### config.mk
export PLATFORM = sky130hd
export DESIGN_NAME = rv_hazard_sb
export DESIGN_NICKNAME = d
export VERILOG_FILES = /design/src/rtl/rv_hazard_sb.sv
export SDC_FILE = /design/constraint.sdc
export NUM_CORES = 1
export LEC_CHECK = 0
export ABC_AREA = 1
export BUFFER_PORTS_ARGS = -buffer_cell sky130_fd_sc_hd__clkbuf_2
export CORE_MARGIN = 2
export CORE_UTILIZATION = 27
export CTS_CLUSTER_DIAMETER = 200
export DETAILED_ROUTE_END_ITERATION = 7
export GPL_TIMING_DRIVEN = 0
export SLEW_MARGIN = 20
export SYNTH_ARGS = -nofsm -noshare
export SYNTH_HDL_FRONTEND = slang
export SYNTH_SLANG_ARGS = --single-unit
### constraint.sdc
create_clock -name clk -period 9.7 [get_ports clk]
set_clock_uncertainty 0.2 [all_clocks]
set_input_delay 2.91 -clock clk [delete_from_list [all_inputs] [get_ports clk]]
set_output_delay 2.91 -clock clk [all_outputs]
set_load 0.02 [all_outputs]
### src/rtl/rv_hazard_sb.sv
// rv_hazard_sb: hazard and forwarding controller for a 5-stage RV32 pipeline.
// Covers E-stage forwarding, load-use bubbles (LU_STALL deep), and a register
// scoreboard for a single multi-cycle unit (MDU). An FSM arbitrates the MDU
// write-back onto the shared W write port.
// Optional feature: define RV_HAZ_STATS_EN to add the stall/flush/wb-bubble
// statistics counters.
module rv_hazard_sb #(
  parameter int NREG     = 32,
  parameter int RA_W     = 5,
  parameter int LU_STALL = 1,
  parameter int CNT_W    = 32
) (
  input  logic            clk,
  input  logic            rst_n,
  input  logic            D_Valid,
  input  logic [RA_W-1:0] D_Rs1,
  input  logic [RA_W-1:0] D_Rs2,
  input  logic            D_Rs1Use,
  input  logic            D_Rs2Use,
  input  logic [RA_W-1:0] D_Rd,
  input  logic            D_RegWrite,
  input  logic            D_MultiCycle,
  input  logic [RA_W-1:0] E_Rs1,
  input  logic [RA_W-1:0] E_Rs2,
  input  logic [RA_W-1:0] E_Rd,
  input  logic            E_IsLoad,
  input  logic            E_RegWrite,
  input  logic            E_PCSrc,
  input  logic [RA_W-1:0] M_Rd,
  input  logic [RA_W-1:0] W_Rd,
  input  logic            M_RegWrite,
  input  logic            W_RegWrite,
  input  logic            mdu_done,
  output logic            F_Stall,
  output logic            D_Stall,
  output logic            D_Flush,
  output logic            E_Flush,
  output logic [1:0]      ForwardAE,
  output logic [1:0]      ForwardBE,
`ifdef RV_HAZ_STATS_EN
  output logic [CNT_W-1:0] stat_stall,
  output logic [CNT_W-1:0] stat_flush,
  output logic [CNT_W-1:0] stat_wbbub,
`endif
  output logic            mdu_issue,
  output logic            mdu_wb_grant
);

  typedef enum logic [1:0] {
    IDLE = 2'd0,
    BUSY = 2'd1,
    WB   = 2'd2
  } state_t;

  state_t          state;
  logic [NREG-1:0] busy;
  logic [RA_W-1:0] mdu_rd;
  logic [1:0]      lu_cnt;

  logic            lu_hazard;
  logic            raw_hazard;
  logic            waw_hazard;
  logic            struct_hazard;
  logic            wb_wait;
  logic            stall_any;

  // Hazard sources; x0 is excluded everywhere since it is never written
  always_comb begin
    lu_hazard = E_IsLoad && E_RegWrite && (E_Rd != '0) &&
                ((D_Rs1Use && (D_Rs1 == E_Rd)) || (D_Rs2Use && (D_Rs2 == E_Rd)));
    raw_hazard = (D_Rs1Use && (D_Rs1 != '0) && busy[D_Rs1]) ||
                 (D_Rs2Use && (D_Rs2 != '0) && busy[D_Rs2]);
    waw_hazard = D_RegWrite && (D_Rd != '0) && busy[D_Rd];
    struct_hazard = D_MultiCycle && (state != IDLE);
    wb_wait = (state == WB) && W_RegWrite;
    stall_any = lu_hazard || (lu_cnt != 2'd0) || raw_hazard || waw_hazard ||
                struct_hazard || wb_wait;
  end

  // Stall/flush resolution: a taken branch in E is older than anything in D, so it wins
  always_comb begin
    F_Stall = 1'b0;
    D_Stall = 1'b0;
    D_Flush = 1'b0;
    E_Flush = 1'b0;
    if (rst_n) begin
      if (E_PCSrc) begin
        D_Flush = 1'b1;
        E_Flush = 1'b1;
      end else if (stall_any) begin
        F_Stall = 1'b1;
        D_Stall = 1'b1;
        E_Flush = 1'b1;
      end
    end
  end

  // E-stage forward selects: M result is newer than W result so it takes priority
  always_comb begin
    ForwardAE = 2'b00;
    ForwardBE = 2'b00;
    if (rst_n) begin
      if (M_RegWrite && (M_Rd != '0) && (M_Rd == E_Rs1))
        ForwardAE = 2'b10;
      else if (W_RegWrite && (W_Rd != '0) && (W_Rd == E_Rs1))
        ForwardAE = 2'b01;
      if (M_RegWrite && (M_Rd != '0) && (M_Rd == E_Rs2))
        ForwardBE = 2'b10;
      else if (W_RegWrite && (W_Rd != '0) && (W_Rd == E_Rs2))
        ForwardBE = 2'b01;
    end
  end

  // MDU issue and write-port grant; the grant takes the first free W slot
  always_comb begin
    mdu_issue    = rst_n && D_Valid && D_MultiCycle && !D_Stall && !D_Flush;
    mdu_wb_grant = rst_n && (state == WB) && !W_RegWrite;
  end

  // Load-use bubble counter: reload on a new hazard, count down to 0, cleared by redirect
  always_ff @(posedge clk or negedge rst_n) begin
    if (!rst_n)
      lu_cnt <= 2'd0;
    else if (E_PCSrc)
      lu_cnt <= 2'd0;
    else if (lu_hazard)
      lu_cnt <= 2'(LU_STALL - 1);
    else if (lu_cnt != 2'd0)
      lu_cnt <= lu_cnt - 2'd1;
  end

  // MDU sequencing FSM; remembers the destination so the grant can clear its busy bit
  always_ff @(posedge clk or negedge rst_n) begin
    if (!rst_n) begin
      state  <= IDLE;
      mdu_rd <= '0;
    end else begin
      case (state)
        IDLE: if (mdu_issue) begin
          state  <= BUSY;
          mdu_rd <= D_Rd;
        end
        BUSY: if (mdu_done) state <= WB;
        WB:   if (mdu_wb_grant) state <= IDLE;
        default: state <= IDLE;
      endcase
    end
  end

  // Scoreboard: busy from issue until the end of the grant cycle (issue and grant never coincide)
  always_ff @(posedge clk or negedge rst_n) begin
    if (!rst_n) begin
      busy <= '0;
    end else begin
      if (mdu_wb_grant)
        busy[mdu_rd] <= 1'b0;
      if (mdu_issue && (D_Rd != '0))
        busy[D_Rd] <= 1'b1;
    end
  end

`ifdef RV_HAZ_STATS_EN
  // Statistics counters, free-running and wrapping on overflow
  always_ff @(posedge clk or negedge rst_n) begin
    if (!rst_n) begin
      stat_stall <= '0;
      stat_flush <= '0;
      stat_wbbub <= '0;
    end else begin
      if (F_Stall) stat_stall <= stat_stall + 1'b1;
      if (E_PCSrc) stat_flush <= stat_flush + 1'b1;
      if (wb_wait) stat_wbbub <= stat_wbbub + 1'b1;
    end
  end
`endif

endmodule

==> results.md <==
- Worst path required time: around 6.6 ns
- Critical-path cell list: clkbuf_2 > clkbuf_1 > nor2_1 > nand2_1 > nand2_1 > inv_1 > a21oi_2 > nand4_1 > nand2_1 > buf_6 > nand2_2 > inv_2 > clkbuf_2
- Finished Core Util: 32.8%
- Boundary pin count: between 60 and 70
- Reg2reg setup slack: 7.49 ns
- Crit path arrival time: just under 5 ns
- Total die area: 14,500 µm²
- # nets final: 727
- End point of the worst hold path: lu_cnt[0]
- Critical path's most frequent cell: nand2_1
- Die Span X: about 120 µm
- Yosys warnings: 0
- Synth top area cells: dfrtp_1, nand2_1, nand3_1
- Global-route wire length before repair: around 20 mm
- FFs w/ async S/R, synth: 100%
- Post-CTS Hold Buffers: 0
- Sequential cell area: a little over 1000 µm²
- Vias in the first global route: 3,825
- Period utilization: 82.3%
- Routed vias/inst: 4.86
- Die height: 120 µm
- Unrepaired setup endpoints after global routing: no
- Worst min-delay path class: reg -> reg
- Max Slew Vio Count: 0
- Peak VDD IR: 69.4 µV
- GPL Wtd Cong: 0.923
- Clock Pin Slew Worst Setup and Hold Paths: 0.06 ns
- CTS Buf Count: 5
- Fin Setup TNS: 0 ns
- Placed Instances: 842
- CP max FO: 10
- Initial antenna violation count: 0
- Clock Tree Root: clkbuf_16
- Crit. End Element: output port
- H-tree levels: 2
- Count of final hold-check violations: 0
- Fin crit period: 7.99 ns
- Post-Syn Area: around 3700 µm²
- DR iter-0 viols: 390
- Starting Density: 27.6%
- Maxcap violations: 0
- Most frequent cells in the layout: nand2_1, inv_1, clkbuf_2
- Max Freq: 125 MHz
- Number of synthesized flops with an enable pin: 0
- CTS tree: built
- Crit-path max cell delay: 0.29 ns
- Cts repair resizes: 0
- Hold Startpoint: lu_cnt[0]
- Clk_lat worst skew: around 0.28 ns
- Syn Inst Count: 607
- Core Region: between 10,000 and 15,000 µm²
- Commonest non-fill, non-tap cell in the layout: nand2_1
- Final setup fails: 0
- Worst slew margin: a little over half
- Post-Synthesis Net Count: 661
- ANT cells: 0
- Post-DP HPWL: 9.55 mm
- Final ANT Viol Nets: 0
- Post-route insts no fill: 850
- Post-CTS setup buffers: 0
- Core Rows: 42
- Sequential-to-total area share from yosys stat: 28.0%
- Placed cell area: 4180 µm²
- Residual DRC: 0
- Largest net degree at the start of global routing: 47
- Top-area cell type share of the netlist area: 28.0%
- Worst Max-Slew Pin Slew: 0.710 ns
- Port Buffers: 59
- Fillers: between 1,500 and 2,000
- FF+latch count, synth: 41
- Startpoint Class: input port
- Reg-to-Reg Start: busy[16]
- Max Root-Sink Buffers: 2
- Post-synth top flop: dfrtp_1
- Critical path class: in -> out
- Grt ovf: 0
- Final WL: between 10 and 15 mm
- Status: complete, no violations
- Drt first pass iters: 5
- Min-Delay Path Depth: 2
- Area growth syn-to-layout: 18.9%
- Pwr dens: ~150 nW/µm²
- Max stage delay cell, worst path: clkbuf_1
- TritonCTS sink count: 41
- Leak: 0.00233 µW
- R2r endpoint: mdu_rd[3]
- Netlist cell types: 34
- Via Count: between 4,000 and 5,000
- Multi-input logic area: 2210 µm²
- Length in cells of the worst reg-to-reg path: 15
- Fraction of layout cells with a size suffix above 1: 15.9%
- Syn avg cell area: approximately 6 µm²
- Average wire per standard cell: between 10 and 15 µm
- Design area: between 4000 and 5000 µm²
- Global-route usage over all layers: 17.0%
- Leading area contributor after synthesis: dfrtp_1
==> per-layer routing <==
layer  routed length [µm]  track usage [%]
met2                 5430             26.7
met3                  591             1.98
met4                  153             3.78
met1                 5930             25.0
met5                    0                0
==> worst max-delay path: cells and delay by family <==
kind	cells	cell delay, ns
AO/OA/AOI/OAI	1	0.16
AND/OR/NAND/NOR	6	0.92
buffers and inverters	6	0.88
==> metrics by stage <==
| stage | hold slack [ns] | total power (µW) | setup slack, ns |
|---|---|---|---|
| finish | 0.319 | 635 | 1.71 |
| global route | 0.353 | 681 | 1.47 |
| CTS | 0.321 | 636 | 1.71 |
| detailed placement | 0.314 | 442 | 1.71 |
| global placement | 0.312 | 439 | 1.57 |
| floorplan | 0.287 | 366 | 1.89 |
==> logic make-up after synthesis <==
family,synth area share [%]
and+or+nand+nor,43.7
DFF,28.0
adders and majority gates,0.342
xor gates and xnor gates,3.83
buffers and inverters,11.7
AOI/OAI and AO/OA,12.4
==> flip-flops by register name, summed over array words and instances (netlist names) <==
signal,flops
busy,32
state,2
lu_cnt,2
mdu_rd,5
==> where the power goes <==
group / leakage [µW] / internal (µW) / total [µW] / switching, µW
combinational: 0.00170 / 72.8 / 206 / 133
sequential: 0.000547 / 201 / 235 / 34.2
clock: 0.0000841 / 129 / 194 / 65.7
total: 0.00233 / 402 / 635 / 233
==> synthesized netlist by cell type (all sizes together), types with 2 or more instances <==
cell / n
a21oi: 12
o211ai: 7
nor3: 12
o21ai: 52
nor4: 2
inv: 76
nand3: 50
xnor2: 5
nand2: 219
xor2: 11
buf: 19
nand4: 34
dfrtp: 41
nor2: 47
or2: 5
clkbuf: 4
o41ai: 2
==> layout make-up <==
type                       count  area share, %
multi-input combinational    467           50.7
timing repair buffer          59           6.85
sequential                    41           23.6
clock buffer                   7           3.28
clock inverter                 1          0.690
inverter                      76           6.56
tap                          176           5.06
buffer                        23           3.25
==> worst max path at each step <==
stage | start | endpoint | slack (ns) | cells past startpoint
after floorplan | D_Rs1[1] | F_Stall | 1.89 | 12
after global placement | rst_n | mdu_issue | 1.57 | 6
after detailed placement | D_Rd[1] | mdu_issue | 1.71 | 13
after CTS | D_Rd[1] | mdu_issue | 1.71 | 13
after global routing | D_Rs2[0] | mdu_issue | 1.47 | 14
final | D_Rd[1] | mdu_issue | 1.71 | 13
No activity file was read; power rests on OpenSTA's default activity.
